$ cat config.mk
export PLATFORM = sky130hd
export DESIGN_NAME = ex_mem_reg
export DESIGN_NICKNAME = d
export VERILOG_FILES = /design/src/rtl/cpu_pkg.sv /design/src/rtl/branch_cond.sv /design/src/rtl/ex_mem_reg.sv
export SDC_FILE = /design/constraint.sdc
export NUM_CORES = 1
export LEC_CHECK = 0
export ABC_CLOCK_PERIOD_IN_PS = 5500
export BUFFER_PORTS_ARGS = -buffer_cell sky130_fd_sc_hd__buf_2
export CORE_MARGIN = 10
export CORE_UTILIZATION = 30
export CTS_BUF_LIST = sky130_fd_sc_hd__clkbuf_16
export DETAILED_ROUTE_END_ITERATION = 16
export PLACE_DENSITY = 0.68
export SETUP_SLACK_MARGIN = 0.02
export SYNTH_ARGS = -nofsm -noshare
export SYNTH_HDL_FRONTEND = slang
export SYNTH_SLANG_ARGS = --single-unit
$ cat constraint.sdc
create_clock -name clk -period 5.5 [get_ports clk]
set_clock_uncertainty 0.15 [all_clocks]
set_input_delay 0.55 -clock clk [delete_from_list [all_inputs] [get_ports clk]]
set_output_delay 0.55 -clock clk [all_outputs]
set_load 0.02 [all_outputs]
$ cat src/rtl/cpu_pkg.sv
// Shared CPU constants: datapath widths and branch condition codes.
package cpu_pkg;
  localparam int XLEN = 32;
  localparam int RD_W = 5;

  localparam logic [2:0] F3_BEQ  = 3'b000;
  localparam logic [2:0] F3_BNE  = 3'b001;
  localparam logic [2:0] F3_BLT  = 3'b100;
  localparam logic [2:0] F3_BGE  = 3'b101;
  localparam logic [2:0] F3_BLTU = 3'b110;
  localparam logic [2:0] F3_BGEU = 3'b111;
endpackage

$ cat src/rtl/branch_cond.sv
// Branch condition evaluation from ALU flags; purely combinational.
module branch_cond
  import cpu_pkg::*;
(
  input  logic [2:0] funct3,
  input  logic       n,
  input  logic       z,
  input  logic       c,
  input  logic       v,
  output logic       cond
);

  // c=1 means no borrow, so unsigned a<b is !c
  always_comb begin
    cond = 1'b0;
    case (funct3)
      F3_BEQ:  cond = z;
      F3_BNE:  cond = ~z;
      F3_BLT:  cond = n ^ v;
      F3_BGE:  cond = ~(n ^ v);
      F3_BLTU: cond = ~c;
      F3_BGEU: cond = c;
      default: cond = 1'b0;
    endcase
  end

endmodule

$ cat src/rtl/ex_mem_reg.sv
// EX/MEM pipeline register with branch resolution, bubble insertion and a
// taken-branch counter.
module ex_mem_reg
  import cpu_pkg::*;
#(
  parameter int XLEN = cpu_pkg::XLEN,
  parameter int RD_W = cpu_pkg::RD_W
) (
  input  logic            clk,
  input  logic            rst,
  input  logic            stall,
  input  logic            flush,
  input  logic            valid_in,
  input  logic [XLEN-1:0] alu_out,
  input  logic            z,
  input  logic            c,
  input  logic            v,
  input  logic [XLEN-1:0] rs2_data,
  input  logic [RD_W-1:0] rd,
  input  logic [2:0]      funct3,
  input  logic            is_branch,
  input  logic            reg_write,
  input  logic            mem_read,
  input  logic            mem_write,
  input  logic            mem_to_reg,
  input  logic [XLEN-1:0] pc_target,
  output logic            m_valid,
  output logic            m_reg_write,
  output logic            m_mem_read,
  output logic            m_mem_write,
  output logic            m_mem_to_reg,
  output logic [XLEN-1:0] m_alu_out,
  output logic [XLEN-1:0] m_rs2_data,
  output logic [XLEN-1:0] m_branch_target,
  output logic [RD_W-1:0] m_rd,
  output logic            m_branch_taken,
  output logic [31:0]     taken_count
);

  logic        cond;
  logic        take;
  logic [31:0] count_cur;

  branch_cond u_branch_cond (
    .funct3 (funct3),
    .n      (alu_out[XLEN-1]),
    .z      (z),
    .c      (c),
    .v      (v),
    .cond   (cond)
  );

  assign take      = is_branch & valid_in & cond;
  assign count_cur = taken_count;

  always_ff @(posedge clk) begin
    if (rst) begin
      m_valid         <= 1'b0;
      m_reg_write     <= 1'b0;
      m_mem_read      <= 1'b0;
      m_mem_write     <= 1'b0;
      m_mem_to_reg    <= 1'b0;
      m_branch_taken  <= 1'b0;
      m_alu_out       <= '0;
      m_rs2_data      <= '0;
      m_branch_target <= '0;
      m_rd            <= '0;
      taken_count     <= '0;
    end else if (flush) begin
      // bubble: controls cleared, data fields left as they were
      m_valid        <= 1'b0;
      m_reg_write    <= 1'b0;
      m_mem_read     <= 1'b0;
      m_mem_write    <= 1'b0;
      m_mem_to_reg   <= 1'b0;
      m_branch_taken <= 1'b0;
    end else if (!stall) begin
      m_valid         <= valid_in;
      m_reg_write     <= reg_write & valid_in;
      m_mem_read      <= mem_read & valid_in;
      m_mem_write     <= mem_write & valid_in;
      m_mem_to_reg    <= mem_to_reg;
      m_branch_taken  <= take;
      m_alu_out       <= alu_out;
      m_rs2_data      <= rs2_data;
      m_branch_target <= pc_target;
      m_rd            <= rd;
      if (take) taken_count <= count_cur + 32'd1;
    end
  end

endmodule

Yosys cells after proc, flatten, opt, wreduce, memory -nomap -nowiden. Index checks and enable logic that the tools add are counted. W data, S select, Z words.

Add/sub/neg operators: 1. Equality and inequality tests: 5. Muxes and demuxes: 1. Bitwise operators: 11. Reductions and logical operators: 4.

Operators with widths (number): $add A32 B1 Y32 const B (1); $eq A3 B3 Y1 const B (4); $pmux W1 S6 (1); $and A1 B1 Y1 (5); $not A1 Y1 (5); $eq A3 B1 Y1 const B (1); $logic_not A3 Y1 (1); $reduce_and A3 Y1 (1); $reduce_and A2 Y1 (1); $reduce_or A2 Y1 (1); $xor A1 B1 Y1 (1).

Register bits after elaboration: 139. Output and inout bits: 139. Word-level logic and storage cells: 33.

Logic depth before layout (Yosys ltp). Gate-level depths: netlist of run 1.

Depth after elaboration: 5. Gate-level depth with buffers: 7. Gate-level depth less buffers: 5.

Cells and area by module. Synthesis of run 1 repeated with hierarchy kept, for this count alone.

Cell total of the unflattened synthesis: 656. Area total of the unflattened synthesis: 5278.8 sq um.

By module, submodules not included: ex_mem_reg (instances 1, cells an instance 646, area each 5211.2 sq um, seq. area each 2782.7 sq um); branch_cond (instances 1, cells an instance 10, area each 67.6 sq um, seq. area each 0.0 sq um).

Worst setup path before layout of run 1. No wires, ideal clock.

Path kind: input to register. Start: in alu_out[31]. End: reg taken_count[18]. Arrival: 2.116 ns. Slack: 3.164 ns. Stages: 6. Path buffers: 1. Cell sequence: xnor3_1 a211oi_2 nand3_1 buf_2 or4_1 a21oi_1.

Word-level cells in the longest chain between the ends: 5.

RTL lines: from (decl) (line ex_mem_reg.sv:14) `input logic [XLEN-1:0] alu_out,`; $xor A1 B1 Y1 (*) (line branch_cond.sv:19, branch_cond.sv:20); $not A1 Y1 (line branch_cond.sv:20) `F3_BGE: cond = ~(n ^ v);`; $pmux W1 S6 (*) (line branch_cond.sv:16) `case (funct3)`; $and A1 B1 Y1 (*) (line ex_mem_reg.sv:53) `assign take = is_branch & valid_in & cond;`; $reduce_and A3 Y1 (no line) (*); to (signal assigned) (line ex_mem_reg.sv:88) `if (take) taken_count <= count_cur + 32'd1;`; to (decl) (line ex_mem_reg.sv:37) `output logic [31:0] taken_count`.

Every way passes the cells marked *; elsewhere a longest branch is shown, timed or not. A chain may end at the register's enable or synchronous reset.

Worst setup path in the final report of run 1.
Start: reg taken_count[5]. End: reg taken_count[28].

Word-level cells in the longest chain between the ends: 1.

RTL lines (line): $add A32 B1 Y32 (ex_mem_reg.sv:88).

Every way passes these cells.

==> impl_metrics.env, run 1 <==
export IMPL_status="finished clean"
export IMPL_power_density_nw_per_um2=328.1
export IMPL_finalWorstPathRequiredPeriod_ns=2.231
export IMPL_clk_root_buffer_cell="sky130_fd_sc_hd__clkbuf_16"
export IMPL_numPortBuffers=255
export IMPL_final_replace_weighted_congestion=0.7917
export IMPL_worst_r2r_path_depth=5
export IMPL_grt_pass1_vias=5115
export IMPL_max_clock_path_buffers=2
export IMPL_number_of_drc_markers_in_iteration_0=251
export IMPL_post_layout_total_power_mw=2.383
export IMPL_synth_area_per_cell_um2=7.913
export IMPL_grt_pass1_wl_mm=27.37
export IMPL_pin_count_of_the_biggest_net_entering_global_routing=73
export IMPL_numPlacedInstances=1103
export IMPL_crit_path_max_fanout=12
export IMPL_path_class="reg -> reg"
export IMPL_drt_wirelength_per_cell_um=15.26
export IMPL_drive_gt1_share_pct=32.53
export IMPL_drc=0
export IMPL_placeableCoreArea_um2=17240
export IMPL_ir_worst_vdd_v=0.0001940
export IMPL_rows=48
export IMPL_worst_pin_slew_ns=0.7803
export IMPL_totalWireLength_mm=17.32
export IMPL_cts_repair_resized=0
export IMPL_static_leakage_power_nw=3.156
export IMPL_timing_max_cap_violations=0
export IMPL_hold_violations=0
export IMPL_number_of_warnings_reported_in_the_yosys_synthesis_log=0
export IMPL_clkSinkCount=139
export IMPL_post_cts_buffers=0
export IMPL_ys_seq_elements=139
export IMPL_postSynthNetCount=784
export IMPL_yosys_cell_types_count=31
export IMPL_avgViaCountPerCell=4.696
export IMPL_end_kind="register"
export IMPL_worst_hold_path_num_cells=3
export IMPL_most_frequent_standard_cell_in_the_layout_excluding_fill_and_tap_cells="sky130_fd_sc_hd__buf_2"
export IMPL_holdBufCountCts=0
export IMPL_regArea_um2=2783
export IMPL_max_freq_mhz=448.2
export IMPL_setup_total_negative_slack_ns=0
export IMPL_antennaDiodeCount=0
export IMPL_report_final_setup_viol=0
export IMPL_clock_latency_on_the_worst_skew_pair_ns=0.41
export IMPL_syn_inst=666
export IMPL_slew_headroom_pct=47.98
export IMPL_syn_std_cell_area_um2=5270
export IMPL_synth_sequential_area_ratio_pct=52.80
export IMPL_clk_transition_reported_paths_ns=0.06
export IMPL_detail_route_antenna_nets=0
export IMPL_finalInstanceArea_um2=7261
export IMPL_worst_endpoint_arrival_ns=2.42
export IMPL_fillCellCount=1790
export IMPL_die_width_um=152.5
export IMPL_gr_total_overflow=0
export IMPL_critical_path_startpoint_type="register"
export IMPL_most_common_layout_cells="sky130_fd_sc_hd__buf_2 (254), sky130_fd_sc_hd__nand2_1 (216), sky130_fd_sc_hd__dfxtp_1 (139), sky130_fd_sc_hd__a21oi_1 (133), sky130_fd_sc_hd__or4_1 (19)"
export IMPL_num_io_pins=256
export IMPL_post_dp_hpwl_mm=12.39
export IMPL_ctsHtreeMaxLevel=4
export IMPL_min_period_over_period_pct=40.57
export IMPL_route_vias_total=5330
export IMPL_worst_hold_path_type="in -> reg"
export IMPL_drtPass1Iterations=4
export IMPL_dpl_cell_area_um2=6696
export IMPL_clock_tree_from_tritoncts="done"
export IMPL_dieArea_um2=23270
export IMPL_report_final_slew_viol_count=0
export IMPL_initial_antenna_violation_count=0
export IMPL_design_final_nets=1015
export IMPL_numCtsBuffers=17
export IMPL_gr_usage_all_layers_pct=14.24
export IMPL_grt_setup_unrepaired="false"
export IMPL_multi_input_area_um2=2297
export IMPL_die_height_um=152.5
export IMPL_instances_no_fill=1135
export IMPL_timing_critical_path_required_ns=5.69
export IMPL_initial_core_utilization_pct=30.57
export IMPL_area_growth_pct=37.77
logic make-up (layout without fill, tap and decap cells):
logic type      count (synthesis)  after routing  share of synthesized area [%]
mux                             1              1                         0.1899
fa+ha+maj                       1              1                         0.2374
simple gates                  299            299                          24.91
xor+xnor                        2              2                         0.5935
flops                         139            139                          52.80
buf+inv                        53            297                          3.799
compound gates                171            171                          17.47
final cells by class:
cell class	count	area share (%)
Clock inverter	15	1.913
Timing Repair Buffer	260	18.13
Clock buffer	17	5.859
Multi-Input combinational cell	474	31.64
Tap cell	225	3.877
Inverter	5	0.2585
Sequential cell	139	38.33
path summary, 6_finish.rpt:
check,from,end,slack [ns]
worst max-delay path,taken_count[5],taken_count[28],3.27
worst min-delay path,rs2_data[21],m_rs2_data[21],0.22
worst max register to register,taken_count[5],taken_count[28],3.27
worst min register to register,m_branch_target[27],m_branch_target[27],0.30
metrics by stage:
stage,setup WS (ns),utilization (%),hold WS [ns]
after global placement,2.897,38.85,0.2885
after floorplan,3.164,-,0.3845
after global routing,3.052,42.12,0.1974
after detailed placement,2.831,38.85,0.2930
after CTS,3.261,42.12,0.1931
final,3.269,42.12,0.2172
critical path, cell delays in order (launching register included):
cell                      delay [ns]
sky130_fd_sc_hd__dfxtp_1        0.41
sky130_fd_sc_hd__nand4_1        0.18
sky130_fd_sc_hd__nor2_1         0.26
sky130_fd_sc_hd__nand4_1        0.43
sky130_fd_sc_hd__or4_1          0.60
sky130_fd_sc_hd__a21oi_1        0.14
cells in the mapped netlist:
cell type | instances | area [µm²]
sky130_fd_sc_hd__nor2_1 | 14 | 52.55
sky130_fd_sc_hd__o21bai_1 | 1 | 7.510
sky130_fd_sc_hd__inv_1 | 5 | 18.77
sky130_fd_sc_hd__nor2b_1 | 4 | 25.02
sky130_fd_sc_hd__o21ai_1 | 1 | 5.000
sky130_fd_sc_hd__or3_1 | 15 | 93.84
sky130_fd_sc_hd__and3_1 | 2 | 12.51
sky130_fd_sc_hd__mux2i_1 | 1 | 10.01
sky130_fd_sc_hd__or2_1 | 1 | 6.260
sky130_fd_sc_hd__xnor2_1 | 1 | 8.760
sky130_fd_sc_hd__or2_2 | 3 | 18.77
sky130_fd_sc_hd__a211oi_2 | 1 | 12.51
sky130_fd_sc_hd__xnor3_1 | 1 | 22.52
sky130_fd_sc_hd__buf_1 | 1 | 3.750
sky130_fd_sc_hd__and4bb_1 | 1 | 12.51
sky130_fd_sc_hd__dfxtp_1 | 139 | 2783
sky130_fd_sc_hd__o21ai_0 | 13 | 65.06
sky130_fd_sc_hd__nand4_1 | 9 | 56.30
sky130_fd_sc_hd__o21a_1 | 1 | 7.510
sky130_fd_sc_hd__nand3_1 | 12 | 60.06
sky130_fd_sc_hd__clkbuf_1 | 46 | 172.7
sky130_fd_sc_hd__nand2b_1 | 1 | 6.260
sky130_fd_sc_hd__o31ai_1 | 18 | 135.1
sky130_fd_sc_hd__ha_1 | 1 | 12.51
sky130_fd_sc_hd__a21oi_1 | 133 | 665.6
sky130_fd_sc_hd__a22oi_1 | 3 | 22.52
sky130_fd_sc_hd__or4_1 | 19 | 142.6
sky130_fd_sc_hd__buf_2 | 1 | 5.000
sky130_fd_sc_hd__and2_1 | 1 | 6.260
sky130_fd_sc_hd__nand2_1 | 216 | 810.8
sky130_fd_sc_hd__and3b_1 | 1 | 8.760
per-layer routing:
layer	vias up	track usage [%]	routed length (µm)
li1	2727	-	-
met1	2401	16.82	7373
met2	192	21.95	7864
met3	10	7.790	1955
met4	0	3.769	129
met5	-	0	0
power breakdown:
group | leakage, nW | switching [mW] | internal [mW] | total [mW]
logic | 1.76 | 0.143 | 0.0812 | 0.224
registers | 1.13 | 0.0163 | 1.04 | 1.06
clock network | 0.265 | 0.472 | 0.629 | 1.10
total | 3.16 | 0.631 | 1.75 | 2.38
No activity file was read; power rests on OpenSTA's default activity.
==> run 2: changes to the inputs <==
ABC_AREA = 1   (was default)
ABC_CLOCK_PERIOD_IN_PS = 2330   (was 5500)
PLACE_DENSITY = 0.67   (was 0.68)
clock period = 2.33 ns   (was 5.5 ns; I/O delays follow)
==> impl_metrics.env, run 2 <==
export IMPL_yosys_cell_types_count=32
export IMPL_design_final_nets=1303
export IMPL_path_class="in -> reg"
export IMPL_most_common_layout_cells="sky130_fd_sc_hd__nor2_1 (263), sky130_fd_sc_hd__buf_2 (255), sky130_fd_sc_hd__dfxtp_1 (139), sky130_fd_sc_hd__nand2_1 (132), sky130_fd_sc_hd__dlygate4sd3_1 (115)"
export IMPL_timing_max_cap_violations=0
export IMPL_synth_edff_count=0
export IMPL_multi_input_area_um2=2863
export IMPL_ctsHtreeMaxLevel=4
export IMPL_number_of_drc_markers_in_iteration_0=382
export IMPL_status="finished clean"
export IMPL_ir_worst_vdd_v=0.0004454
export IMPL_worst_r2r_endpoint="taken_count[20]"
export IMPL_crit_path_max_fanout=5
export IMPL_synth_common_cells="sky130_fd_sc_hd__nor2_1 (263), sky130_fd_sc_hd__dfxtp_1 (139), sky130_fd_sc_hd__nand2_1 (132)"
export IMPL_slew_headroom_pct=69.78
export IMPL_clk_root_buffer_cell="sky130_fd_sc_hd__clkbuf_16"
export IMPL_route_vias_total=6703
export IMPL_worst_hold_path_type="in -> reg"
export IMPL_die_height_um=161.3
export IMPL_clock_latency_on_the_worst_skew_pair_ns=0.41
export IMPL_worst_pin_slew_ns=0.4533
export IMPL_rows=51
export IMPL_critical_path_startpoint="valid_in"
export IMPL_drtPass1Iterations=6
export IMPL_report_final_setup_viol=0
export IMPL_totalWireLength_mm=22.00
export IMPL_clk_transition_reported_paths_ns=0.06
export IMPL_critical_path_end="m_mem_read"
export IMPL_most_frequent_standard_cell_in_the_layout_excluding_fill_and_tap_cells="sky130_fd_sc_hd__nor2_1"
export IMPL_ys_seq_elements=139
export IMPL_die_width_um=161.3
export IMPL_syn_std_cell_area_um2=5989
export IMPL_initial_core_utilization_pct=30.67
export IMPL_drive_gt1_share_pct=29.22
export IMPL_worst_r2r_path_depth=10
export IMPL_grt_setup_unrepaired="false"
export IMPL_regArea_um2=2783
export IMPL_synth_flop_cell="sky130_fd_sc_hd__dfxtp_1"
export IMPL_max_clock_path_buffers=2
export IMPL_post_layout_total_power_mw=5.978
export IMPL_avgViaCountPerCell=4.579
export IMPL_gr_total_overflow=0
export IMPL_syn_inst=829
export IMPL_critical_path_startpoint_type="input port"
export IMPL_static_leakage_power_nw=4.257
export IMPL_num_io_pins=256
export IMPL_max_freq_mhz=489.1
export IMPL_pin_count_of_the_biggest_net_entering_global_routing=115
export IMPL_clkSinkCount=139
export IMPL_synth_async_reset_ratio_pct=0
export IMPL_top_cell_type_by_total_area_after_synthesis="sky130_fd_sc_hd__dfxtp_1"
export IMPL_report_final_slew_viol_count=0
export IMPL_timing_rr_start="taken_count[0]"
export IMPL_synth_area_leaders="sky130_fd_sc_hd__dfxtp_1 (46%), sky130_fd_sc_hd__nor2_1 (16%), sky130_fd_sc_hd__o21ai_0 (8.7%)"
export IMPL_grt_pass1_vias=6813
export IMPL_initial_antenna_violation_count=3
export IMPL_timing_critical_path_required_ns=2.54
export IMPL_drt_wirelength_per_cell_um=15.03
export IMPL_clock_tree_from_tritoncts="done"
export IMPL_grt_pass1_wl_mm=35.67
export IMPL_numPortBuffers=255
export IMPL_detail_route_antenna_nets=0
export IMPL_synth_top_area_share_pct=46.46
export IMPL_finalWorstPathRequiredPeriod_ns=2.044
export IMPL_numCtsBuffers=17
export IMPL_area_growth_pct=52.83
export IMPL_power_density_nw_per_um2=653.1
export IMPL_synth_sequential_area_ratio_pct=46.46
export IMPL_setup_total_negative_slack_ns=0
export IMPL_gr_usage_all_layers_pct=16.56
export IMPL_synth_area_per_cell_um2=7.225
export IMPL_timing_reg2reg_setup_slack_ns=0.51
export IMPL_final_replace_weighted_congestion=0.8427
export IMPL_drc=0
export IMPL_hold_violations=0
export IMPL_cts_repair_resized=0
export IMPL_postSynthNetCount=947
export IMPL_fillCellCount=1864
export IMPL_post_cts_buffers=0
export IMPL_end_kind="register"
export IMPL_post_dp_hpwl_mm=14.29
export IMPL_synthMostInstantiatedCell="sky130_fd_sc_hd__nor2_1"
export IMPL_number_of_warnings_reported_in_the_yosys_synthesis_log=0
export IMPL_min_period_over_period_pct=87.74
export IMPL_dieArea_um2=26020
export IMPL_placeableCoreArea_um2=19530
export IMPL_worst_endpoint_arrival_ns=2.25
run 2: cell count changes in the layout (fill, tap and decap cells not counted), sizes merged, moves of 15 or more:
cell         change
o31ai           -18
a21oi          -100
nand3           +16
or3             -15
inv             +22
nor2           +264
or4             -19
o21ai           +90
dlygate4sd3    +115
nand2           -65
run 2: cell type report:
type | count | area share, %
antenna | 1 | 0.02734
clock inverter | 15 | 1.367
inverter | 31 | 1.299
clock buffer | 17 | 4.647
multi-input combinational | 619 | 31.27
timing repair buffer | 377 | 27.36
sequential | 139 | 30.40
tap | 265 | 3.622
run 2: cells by family (layout without fill, tap and decap cells):
logic type | Yosys count | in the layout | synth area share, %
simple gates | 470 | 470 | 33.88
compound gates | 139 | 139 | 12.39
flops | 139 | 139 | 46.46
buf+inv | 71 | 440 | 5.745
xor+xnor | 9 | 9 | 1.316
fa+ha+maj | 1 | 1 | 0.2089
other cells | 0 | 1 | 0
run 2: what timing repair did:
| item | in CTS | in global routing |
|---|---|---|
| hold buffers | 115 | 0 |
| hold endpoints to repair | 107 | 0 |
| setup endpoints to repair | 0 | 0 |
run 2: layer usage:
| layer | part of all wire, % | track usage, % | vias up |
|---|---|---|---|
| met2 | 47 | 26.97 | 267 |
| met1 | 40 | 18.76 | 3030 |
| met4 | 3.1 | 7.403 | 2 |
| met5 | 0.059 | 0 | - |
| met3 | 9.1 | 6.584 | 47 |
| li1 | - | - | 3357 |
run 2: worst min-delay path by stage:
| stage | from | depth (start not counted) | end | slack [ns] |
|---|---|---|---|---|
| after global placement | alu_out[18] | 3 | m_alu_out[18] | 0.30 |
| after CTS | stall | 3 | m_branch_taken | 0.06 |
| final | stall | 3 | m_branch_taken | 0.09 |
| after global routing | stall | 3 | m_branch_taken | 0.10 |
| after detailed placement | rs2_data[24] | 3 | m_rs2_data[24] | 0.31 |
| after floorplan | alu_out[30] | 2 | m_alu_out[30] | 0.22 |
run 2: critical path, cell delays in order:
cell                            delay [ns]
sky130_fd_sc_hd__dlygate4sd3_1        0.52
sky130_fd_sc_hd__buf_2                0.15
sky130_fd_sc_hd__nand3_1              0.07
sky130_fd_sc_hd__dlygate4sd3_1        0.57
sky130_fd_sc_hd__a21oi_1              0.14
sky130_fd_sc_hd__dlygate4sd3_1        0.57
run 2: metrics by stage:
stage,util (%),cell area [µm²],hold WS (ns),instances,setup WS [ns]
floorplan,-,5989,0.2179,829,0.5521
global placement,38.15,7450,0.3032,1316,0.5831
detailed placement,38.15,7450,0.3085,1316,0.5308
CTS,46.87,9151,0.05594,1463,0.3661
global route,46.87,9151,0.1005,1463,0.2267
finish,46.88,9154,0.08684,1464,0.2856
run 2: power by group:
group,total (mW),leakage (nW),internal [mW],switching [mW]
clock,2.58,0.259,1.47,1.12
sequential,2.55,1.14,2.50,0.0557
combinational,0.842,2.86,0.357,0.485
==> run 3: changes to the inputs <==
CTS_BUF_LIST = sky130_fd_sc_hd__clkbuf_8 sky130_fd_sc_hd__clkbuf_16   (was sky130_fd_sc_hd__clkbuf_16)
MAX_ROUTING_LAYER = met4   (was default)
==> impl_metrics.env, run 3 (synthesis results as in run 2) <==
export IMPL_post_dp_hpwl_mm=14.29
export IMPL_critical_path_startpoint_type="input port"
export IMPL_most_frequent_standard_cell_in_the_layout_excluding_fill_and_tap_cells="sky130_fd_sc_hd__nor2_1"
export IMPL_initial_antenna_violation_count=3
export IMPL_final_replace_weighted_congestion=0.8558
export IMPL_grt_pass1_vias=6837
export IMPL_drc=0
export IMPL_dieArea_um2=26020
export IMPL_numPlacedInstances=1316
export IMPL_worst_hold_path_type="in -> reg"
export IMPL_report_final_setup_viol=0
export IMPL_initial_core_utilization_pct=30.67
export IMPL_gr_usage_all_layers_pct=17.01
export IMPL_avgViaCountPerCell=4.554
export IMPL_drtPass1Iterations=7
export IMPL_cts_repair_resized=0
export IMPL_worst_pin_slew_ns=0.4551
export IMPL_pin_count_of_the_biggest_net_entering_global_routing=115
export IMPL_gr_total_overflow=0
export IMPL_die_height_um=161.3
export IMPL_max_freq_mhz=489.5
export IMPL_area_growth_pct=53.37
export IMPL_clkSinkCount=139
export IMPL_path_class="in -> reg"
export IMPL_crit_path_max_fanout=5
export IMPL_min_period_over_period_pct=87.67
export IMPL_numPortBuffers=255
export IMPL_most_common_layout_cells="sky130_fd_sc_hd__nor2_1 (263), sky130_fd_sc_hd__buf_2 (255), sky130_fd_sc_hd__dfxtp_1 (139), sky130_fd_sc_hd__nand2_1 (132), sky130_fd_sc_hd__dlygate4sd3_1 (115)"
export IMPL_totalWireLength_mm=21.87
export IMPL_design_final_nets=1303
export IMPL_placeableCoreArea_um2=19530
export IMPL_fillCellCount=1861
export IMPL_static_leakage_power_nw=4.274
export IMPL_report_final_slew_viol_count=0
export IMPL_post_layout_total_power_mw=6.074
export IMPL_ir_worst_vdd_v=0.0004443
export IMPL_ctsHtreeMaxLevel=4
export IMPL_holdBufCountCts=115
export IMPL_detail_route_antenna_nets=0
export IMPL_finalInstanceArea_um2=9186
export IMPL_end_kind="register"
export IMPL_place_ws_ns=0.5308
export IMPL_clock_latency_on_the_worst_skew_pair_ns=0.41
export IMPL_power_density_nw_per_um2=661.2
export IMPL_timing_max_cap_violations=0
export IMPL_drive_gt1_share_pct=29.47
export IMPL_numCtsBuffers=17
export IMPL_instances_no_fill=1465
export IMPL_die_width_um=161.3
export IMPL_route_vias_total=6671
export IMPL_max_clock_path_buffers=2
export IMPL_worst_endpoint_arrival_ns=2.25
export IMPL_hold_violations=0
export IMPL_num_io_pins=256
export IMPL_rows=51
export IMPL_finalWorstPathRequiredPeriod_ns=2.043
export IMPL_drt_wirelength_per_cell_um=14.93
export IMPL_post_cts_buffers=0
export IMPL_status="finished clean"
export IMPL_grt_pass1_wl_mm=35.56
export IMPL_dpl_cell_area_um2=7450
export IMPL_setup_total_negative_slack_ns=0
export IMPL_final_setup_worst_slack_ns=0.2872
export IMPL_clk_transition_reported_paths_ns=0.06
export IMPL_timing_critical_path_required_ns=2.54
export IMPL_clk_root_buffer_cell="sky130_fd_sc_hd__clkbuf_16"
export IMPL_grt_setup_unrepaired="false"
export IMPL_number_of_drc_markers_in_iteration_0=362
export IMPL_clock_tree_from_tritoncts="done"
export IMPL_timing_reg2reg_setup_slack_ns=0.52
export IMPL_slew_headroom_pct=69.66
## run 3: worst paths after layout
path | from | end | cells past startpoint
setup / recovery | valid_in | m_mem_read | 6
hold / removal | stall | m_branch_taken | 3
setup reg to reg | taken_count[0] | taken_count[20] | 10
hold reg to reg | m_alu_out[0] | m_alu_out[0] | 2
## run 3: layer usage
layer	global-route usage, %	wire (µm)	up-vias
met1	19.53	9282	3011
met4	7.403	677	0
li1	-	-	3355
met5	-	0	-
met2	27.12	10390	260
met3	5.058	1522	45
## run 3: area by class of cell
cell class / instances / area [µm²] / area share [%]
clock inverters: 12 / 113.9 / 1.239
flip-flops and latches: 139 / 2783 / 30.29
diodes: 2 / 5.005 / 0.05448
clock buffers: 20 / 466.7 / 5.080
repair buffers: 377 / 2505 / 27.27
well taps: 265 / 331.6 / 3.609
multi-input cells: 619 / 2863 / 31.16
inverters: 31 / 118.9 / 1.294
## run 3: power breakdown
| part | switching (mW) | internal [mW] | leakage (nW) |
|---|---|---|---|
| clock | 1.12 | 1.56 | 0.275 |
| combinational | 0.484 | 0.357 | 2.86 |
| sequential | 0.0555 | 2.50 | 1.14 |
## run 3: critical path, stage by stage
cell                            delay (ns)
sky130_fd_sc_hd__dlygate4sd3_1        0.52
sky130_fd_sc_hd__buf_2                0.15
sky130_fd_sc_hd__nand3_1              0.07
sky130_fd_sc_hd__dlygate4sd3_1        0.58
sky130_fd_sc_hd__a21oi_1              0.14
sky130_fd_sc_hd__dlygate4sd3_1        0.57
## run 3: per-stage QoR
stage / hold slack [ns] / utilization [%]
2_1_floorplan: 0.2179 / -
3_3_place_gp: 0.3032 / 38.15
3_5_place_dp: 0.3085 / 38.15
4_1_cts: 0.05594 / 47.02
5_1_grt: 0.1011 / 47.05
6_report: 0.08769 / 47.05
